$ cat src/rtl/alu_multicycle_ctrl.sv
// Iterative sequencer for the slow ALU operations (ROR, MUL, SRA, SLL/SRL).
// One rotate/shift/add step per cycle; operands are latched when the request is accepted.
module alu_multicycle_ctrl #(
  parameter int unsigned WIDTH = 8
) (
  input  logic             clk,
  input  logic             reset,
  input  logic             start,
  input  logic [2:0]       opcode,
  input  logic [WIDTH-1:0] data1,
  input  logic [WIDTH-1:0] data2,
  output logic             busy,
  output logic             done,
  output logic [WIDTH-1:0] result,
  output logic             zero,
  output logic             err
);

  localparam int unsigned CW = $clog2(WIDTH + 1);

  localparam logic [2:0] OP_ROR = 3'b100;
  localparam logic [2:0] OP_MUL = 3'b101;
  localparam logic [2:0] OP_SRA = 3'b110;

  typedef enum logic [1:0] {
    S_IDLE,
    S_RUN,
    S_DONE
  } state_t;

  state_t           state_q, state_d;
  logic [2:0]       op_q, op_d;
  logic [WIDTH-1:0] acc_q, acc_d;
  logic [WIDTH-1:0] mcand_q, mcand_d;
  logic [WIDTH-1:0] mplier_q, mplier_d;
  logic             dir_q, dir_d;
  logic [CW-1:0]    count_q, count_d;
  logic [WIDTH-1:0] result_d;
  logic             zero_d, done_d, err_d, busy_d;

  logic [WIDTH-1:0] acc_step;
  logic [WIDTH-1:0] neg_amt;
  logic [CW-1:0]    n_amt;
  logic             legal;

  // Shift amounts beyond the operand width behave like a full-width shift.
  function automatic logic [CW-1:0] sat_amt(input logic [WIDTH-1:0] v);
    if (32'(v) >= WIDTH) return CW'(WIDTH);
    return CW'(v);
  endfunction

  // Step count for a request presented on the inputs.
  always_comb begin
    neg_amt = ~data2 + WIDTH'(1);
    legal   = opcode[2];
    case (opcode)
      OP_ROR:  n_amt = CW'(32'(data2) % WIDTH);
      OP_MUL:  n_amt = CW'(WIDTH);
      OP_SRA:  n_amt = sat_amt(data2);
      3'b111:  n_amt = data2[WIDTH-1] ? sat_amt(neg_amt) : sat_amt(data2);
      default: n_amt = '0;
    endcase
  end

  // One iteration of the latched operation.
  always_comb begin
    case (op_q)
      OP_ROR:  acc_step = {acc_q[0], acc_q[WIDTH-1:1]};
      OP_MUL:  acc_step = mplier_q[0] ? acc_q + mcand_q : acc_q;
      OP_SRA:  acc_step = {acc_q[WIDTH-1], acc_q[WIDTH-1:1]};
      default: acc_step = dir_q ? {1'b0, acc_q[WIDTH-1:1]} : {acc_q[WIDTH-2:0], 1'b0};
    endcase
  end

  always_ff @(posedge clk) begin
    if (reset) begin
      state_q  <= S_IDLE;
      op_q     <= '0;
      acc_q    <= '0;
      mcand_q  <= '0;
      mplier_q <= '0;
      dir_q    <= 1'b0;
      count_q  <= '0;
      result   <= '0;
      zero     <= 1'b0;
      done     <= 1'b0;
      err      <= 1'b0;
      busy     <= 1'b0;
    end else begin
      state_q  <= state_d;
      op_q     <= op_d;
      acc_q    <= acc_d;
      mcand_q  <= mcand_d;
      mplier_q <= mplier_d;
      dir_q    <= dir_d;
      count_q  <= count_d;
      result   <= result_d;
      zero     <= zero_d;
      done     <= done_d;
      err      <= err_d;
      busy     <= busy_d;
    end
  end

  // Next state, datapath and registered-output values.
  always_comb begin
    state_d  = state_q;
    op_d     = op_q;
    acc_d    = acc_q;
    mcand_d  = mcand_q;
    mplier_d = mplier_q;
    dir_d    = dir_q;
    count_d  = count_q;
    result_d = result;
    zero_d   = zero;
    done_d   = 1'b0;
    err_d    = 1'b0;

    case (state_q)
      S_IDLE: begin
        if (start) begin
          op_d     = opcode;
          acc_d    = (opcode == OP_MUL) ? '0 : data1;
          mcand_d  = data1;
          mplier_d = data2;
          dir_d    = data2[WIDTH-1];
          count_d  = n_amt;
          if (n_amt == '0) begin
            state_d = S_DONE;
            done_d  = 1'b1;
            if (legal) begin
              result_d = data1;
              zero_d   = (data1 == '0);
            end else begin
              err_d = 1'b1;
            end
          end else begin
            state_d = S_RUN;
          end
        end
      end
      S_RUN: begin
        acc_d    = acc_step;
        mcand_d  = mcand_q << 1;
        mplier_d = mplier_q >> 1;
        count_d  = count_q - CW'(1);
        if (count_q == CW'(1)) begin
          state_d  = S_DONE;
          done_d   = 1'b1;
          result_d = acc_step;
          zero_d   = (acc_step == '0);
        end
      end
      S_DONE:  state_d = S_IDLE;
      default: state_d = S_IDLE;
    endcase

    busy_d = (state_d != S_IDLE);
  end

endmodule

$ cat config.mk
export PLATFORM = sky130hd
export DESIGN_NAME = alu_multicycle_ctrl
export DESIGN_NICKNAME = d
export VERILOG_FILES = /design/src/rtl/alu_multicycle_ctrl.sv
export SDC_FILE = /design/constraint.sdc
export NUM_CORES = 1
export LEC_CHECK = 0
export BUFFER_PORTS_ARGS = -buffer_cell sky130_fd_sc_hd__clkbuf_2
export CORE_UTILIZATION = 63
export DETAILED_ROUTE_END_ITERATION = 8
export PLACE_DENSITY = 0.88
export SLEW_MARGIN = 25
export SYNTH_ARGS = -nofsm -noshare
export SYNTH_HDL_FRONTEND = slang
export SYNTH_SLANG_ARGS = --single-unit
export TNS_END_PERCENT = 50
$ cat constraint.sdc
create_clock -name clk -period 5.4 [get_ports clk]
set_clock_uncertainty 0.15 [all_clocks]
set_input_delay 0.54 -clock clk [delete_from_list [all_inputs] [get_ports clk]]
set_output_delay 0.54 -clock clk [all_outputs]
set_load 0.01 [all_outputs]
# Word-level counts from Yosys, hierarchy flattened
# Index checks and enable logic that the tools add are counted.
# W data, S select, Z words.
[classes]
add_sub_neg = 3
multipliers = 0
n_div = 0
magnitude_cmp = 2
eq_ne = 13
shift = 0
n_mux = 43
bitwise_logic = 4
n_reduce_logical = 10
[op_table]
columns = ["operator", "count"]
rows = [
  ["$mux W8", 10],
  ["$pmux W8 S2", 4],
  ["$mux W4", 7],
  ["$pmux W8 S3", 1],
  ["$eq A3 B3 Y1 const B", 7],
  ["$ge A8 B4 Y1 const B", 2],
  ["$logic_not A8 Y1", 2],
  ["$pmux W4 S4", 1],
  ["$mux W1", 13],
  ["$add A8 B1 Y8 const B", 1],
  ["$add A8 B8 Y8", 1],
  ["$ne A2 B2 Y1 const B", 4],
  ["$not A8 Y8", 1],
  ["$pmux W4 S2", 1],
  ["$mux W2", 3],
  ["$reduce_and A5 Y1", 1],
  ["$eq A4 B1 Y1 const B", 1],
  ["$logic_not A4 Y1", 1],
  ["$pmux W1 S2", 2],
  ["$pmux W2 S2", 1],
  ["$reduce_and A2 Y1", 2],
  ["$reduce_bool A2 Y1", 2],
  ["$reduce_or A4 Y1", 1],
  ["$sub A4 B1 Y4 const B", 1],
  ["3 further kinds", 5],
]
[word_totals]
regBits = 46
latch_bits = 0
ram_bits = 0
mem_bits_ro = 0
output_inout_bits = 12
memories = 0

# Longest topological paths before layout
[logic_depth]
word_depth = 13
ltp_mapped = 11
ltp_nobuf = 10

# Worst setup path before layout
# Ideal clock, no wire load.
[synth_timing]
kind = "input port to flip-flop"
start = "input data2[1]"
end = "register done"
setup_ns = 0.074
arrival_time_ns = 2.440
setup_slack_ns = 2.736
cell_stages = 10
path_buffers = 1
cell_sequence = "buf_2 -> inv_1 -> ha_1 -> nor3b_2 -> mux2i_1 -> nor2_1 -> o31ai_2 -> nand4_2 -> o2bb2a_2 -> nor3_2"
[synth_between]
elab_chain_cells = 12
[synth_lines]
columns = ["item", "line_no", "text"]
rows = [
  ["start, declared", "11", "input logic [WIDTH-1:0] data2,"],
  ["$not A8 Y8", "54", "neg_amt = ~data2 + WIDTH'(1);"],
  ["$add A8 B1 Y8", "54", ""],
  ["$ge A8 B4 Y1", "48", "if (32'(v) >= WIDTH) return CW'(WIDTH);"],
  ["$mux W1", "48", ""],
  ["$mux W1", "56", "case (opcode)"],
  ["$mux W4", "49", "return CW'(v);"],
  ["$mux W4", "60", "3'b111: n_amt = data2[WIDTH-1] ? sat_amt(neg_amt) : sat_amt(data2);"],
  ["$pmux W4 S4 (*)", "56", ""],
  ["$logic_not A4 Y1 (*)", "128", "if (n_amt == '0) begin"],
  ["$mux W1 (*)", "128", ""],
  ["$mux W1 (*)", "121", "if (start) begin"],
  ["$pmux W1 S2 (*)", "119", "case (state_q)"],
  ["end signal, assigned", "99", "done <= done_d;"],
  ["end, declared", "13", "output logic done,"],
]
# Every way passes the cells marked *; elsewhere a longest branch is shown, timed or not. The select of a mux whose other input is x is not followed.
# A chain may end at the register's enable or synchronous reset.

# Final worst setup path
# Ends and elaborated chain as after synthesis.

==> reports/results.ini <==
[run_status]
outcome = finished clean

[power_and_ir_drop]
p_per_area_nw_per_um2 = 285
p_int_uw = 616
power.leakage_uw = 0.00130
switchingPower_uw = 310
ir_drop_mv = 0.228
p_sw_share_pct = 33.5
p_seq_share_pct = 44.6
clkPwrFrac_pct = 27.3
combPwrFrac_pct = 28.1

[flow_run]
drv_cap = 0

[floorplanning]
die_x_um = 71.3
fp.dieArea_um2 = 5080
core_um2 = 4470
start_util_pct = 67.5
num_rows = 24
ios = 34
die_h_um = 71.3

[timing]
hold_viol_final = 0
fin_crit_sh_pct = 52.7
worstMarginPinSlew_ns = 1.08
finalSetupViolCount = 0
final.min_clock_period_ns = 2.85
max_freq_mhz = 351
drv_slew = 0
setup_tns_ns = 0
relSlewSlack_pct = 28.3
rsz0062_at_grt = false

[cts]
cts-resized-gates = 0
cts_buffers = 5
cts_tree = built
cts.sink_count = 46
clk_latency_ns = 0.30
cts.clk_slew.worst_paths_ns = 0.08
post-cts-setup-buffer-count = 0
cts_buffer_depth = 2
cts_hold_buf = 0
ctsHtreeMaxLevel = 2
clock-root-buffer = clkbuf_8

[setup_path]
arrival_ns = 2.91
r2r_cells = 10
crit_path_end_kind = flip-flop
crit_path_max_fanout = 9
worstSetupStartpointType = input pin
cp.required_ns = 5.47
worstSetupEndpoint = done$_SDFF_PP0_
r2r_slack_ns = 2.58
worstReg2RegStart = acc_q[0]$_SDFFE_PP0P_
worstSetupStartpoint = data2[1]
reg2reg_to = zero$_SDFFE_PP0P_
crit_type = in2reg

[yosys]
ys_top_cells_by_area = dfxtp_1 30%, nand2_1 6.1%, nor2_1 5.0%, ha_1 4.6%, a311oi_1 4.1%
yosysWarnings = 0
async_flop_share_pct = 0
synthCells = 390
synth_edf_count = 0
synthXorXnorAreaFrac_pct = 0.290
synth_top_area_share_pct = 30.5
avgSynthCellArea_um2 = 7.75
synth_top_family_by_area = compound AO/OA/AOI/OAI gates
ys_types = 74
synth-compound-area-share_pct = 29.3
synth_seq_cells = 46
synth-simple-area-share_pct = 27.0
synth_fa_ha_area_share_pct = 5.22
yosysSeqAreaShare_pct = 30.5
ys.flop_type = dfxtp_1
synth_fp_nets = 424
synth_mux_area_share_pct = 1.37
netlist_area_um2 = 3020
yosysTopAreaCell = dfxtp_1

[detailed_routing]
firstDrtPassIters = 5
routed_wl_um = 7780
avgRoutedWirePerCell_um = 16.9
vias = 3053
drc_errors = 0
first_iter_violations = 238
via_per_inst = 6.65
antenna_left = 0

[layout]
diodes = 0
finish.utilization_pct = 72.7
drive_gt1_share_pct = 14.5
fillers = 368
layout-area-overhead-vs-synth_pct = 7.62
finalNetCount = 440

[placement]
dp_hpwl_um = 5700
gp_routability_congestion = 0.976
portBuffers = 33

[global_routing]
grt_usage_pct = 31.8
antenna_found_initial = 0
grt-ovfl-total = 0
grt_max_degree = 43
grt_pass1_vias = 2694
grt_pass1_wl_um = 12800

[hold_path]
hold_class = reg2reg

critical path, cell delays in order:
cell	delay, ns
clkbuf_2	0.16
inv_1	0.11
ha_1	0.19
nor3b_2	0.26
mux2i_1	0.41
nor4b_1	0.10
o22ai_1	0.37
nand4_2	0.30
o2bb2a_2	0.36
nor3_2	0.11
cell families (layout without fill, tap and decap cells):
group | after synthesis | in the layout
XOR/XNOR | 1 | 1
AND/OR/NAND/NOR | 160 | 160
buffers and inverters | 44 | 61
adder cells (fa/ha/maj) | 12 | 12
flip-flops | 46 | 46
multiplexers | 4 | 4
AO/OA/AOI/OAI | 123 | 123
worst min path at each step:
stage	slack [ns]	cells past startpoint	to	start
2_1_floorplan	0.29	2	mplier_q[7]$_SDFFE_PP0P_	mplier_q[7]$_SDFFE_PP0P_
3_3_place_gp	0.30	2	mplier_q[7]$_SDFFE_PP0P_	mplier_q[7]$_SDFFE_PP0P_
3_5_place_dp	0.30	2	mplier_q[7]$_SDFFE_PP0P_	mplier_q[7]$_SDFFE_PP0P_
4_1_cts	0.32	2	mplier_q[7]$_SDFFE_PP0P_	mplier_q[7]$_SDFFE_PP0P_
5_1_grt	0.35	2	mplier_q[1]$_SDFFE_PP0P_	mplier_q[2]$_SDFFE_PP0P_
6_report	0.31	2	mplier_q[7]$_SDFFE_PP0P_	mplier_q[7]$_SDFFE_PP0P_
placed cells by master (no fill, tap or decap), types with 4 or more instances in the layout:
master and instances:
dfxtp_1 46, a211oi_1 7, a21oi_1 18, ha_1 11
o22a_1 6, and2_1 4, nand3_1 8, a311oi_1 14
nand2_1 49, nor2_1 39, a221oi_1 4, nor4_1 5
nor3b_1 5, nand2b_1 4, clkbuf_8 5, o21ai_0 17
o21a_1 4, o211ai_1 6, nor2b_1 5, o21ai_1 6
a31oi_1 7, a22oi_1 4, nor3_1 16, inv_1 18
clkbuf_2 33
Yosys cell counts (all sizes together), types with 2 or more instances:
library cell and number:
and2 4, nand2 50, o21a 4, nand3 8, a21oi 20, nor3 18
nor3b 6, dfxtp 46, a22oi 4, nor2 40, a31oi 7, o31a 3
a211oi 7, buf 7, a311oi 14, o31ai 4, o22a 6, nand4 2
o22ai 2, o311ai 2, nand2b 4, mux2i 3, inv 18, a21o 3
or2 3, a221oi 4, ha 11, or3 3, clkbuf 19, nor4 6
o211ai 7, o21ai 23, and3 2, nor2b 5, nand3b 4
per-layer routing:
layer	GRT usage (%)	routed length (µm)
met5	0	0
met4	9.78	110
met3	4.08	426
met2	52.7	3730
met1	43.2	3510
cell type report:
type,instances,area [µm²],share of cell area (%)
Timing Repair Buffer,35,180,5.54
Clock inverter,1,30.0,0.923
Inverter,18,67.6,2.08
Tap cell,52,65.1,2.00
Multi-Input combinational cell,300,1910,58.8
Clock buffer,7,76.3,2.35
Sequential cell,46,921,28.3
per-stage QoR:
stage,power [µW],cells,instance area (µm²),worst slack (ns),hold WS [ns]
finish,926,459,3250,2.55,0.312
global route,974,459,3250,2.45,0.350
CTS,922,459,3250,2.59,0.315
detailed placement,675,451,3150,2.35,0.304
global placement,665,451,3150,2.55,0.298
floorplan,606,390,3020,2.74,0.287
power groups by stage:
stage / Combinational (µW) / Sequential [µW] / Clock, µW
2_1_floorplan: 200 / 406 / 0
3_3_place_gp: 246 / 419 / 0
3_5_place_dp: 255 / 420 / 0
4_1_cts: 256 / 412 / 254
5_1_grt: 286 / 419 / 269
6_report: 260 / 413 / 253
sequential cells by signal (all words and copies together) (netlist names), 2 cells and up:
register and cells:
acc_q 8, mcand_q 8, mplier_q 8, result 8
count_q 4, op_q 3, state_q 2
Power figures use the tool's default switching activity.
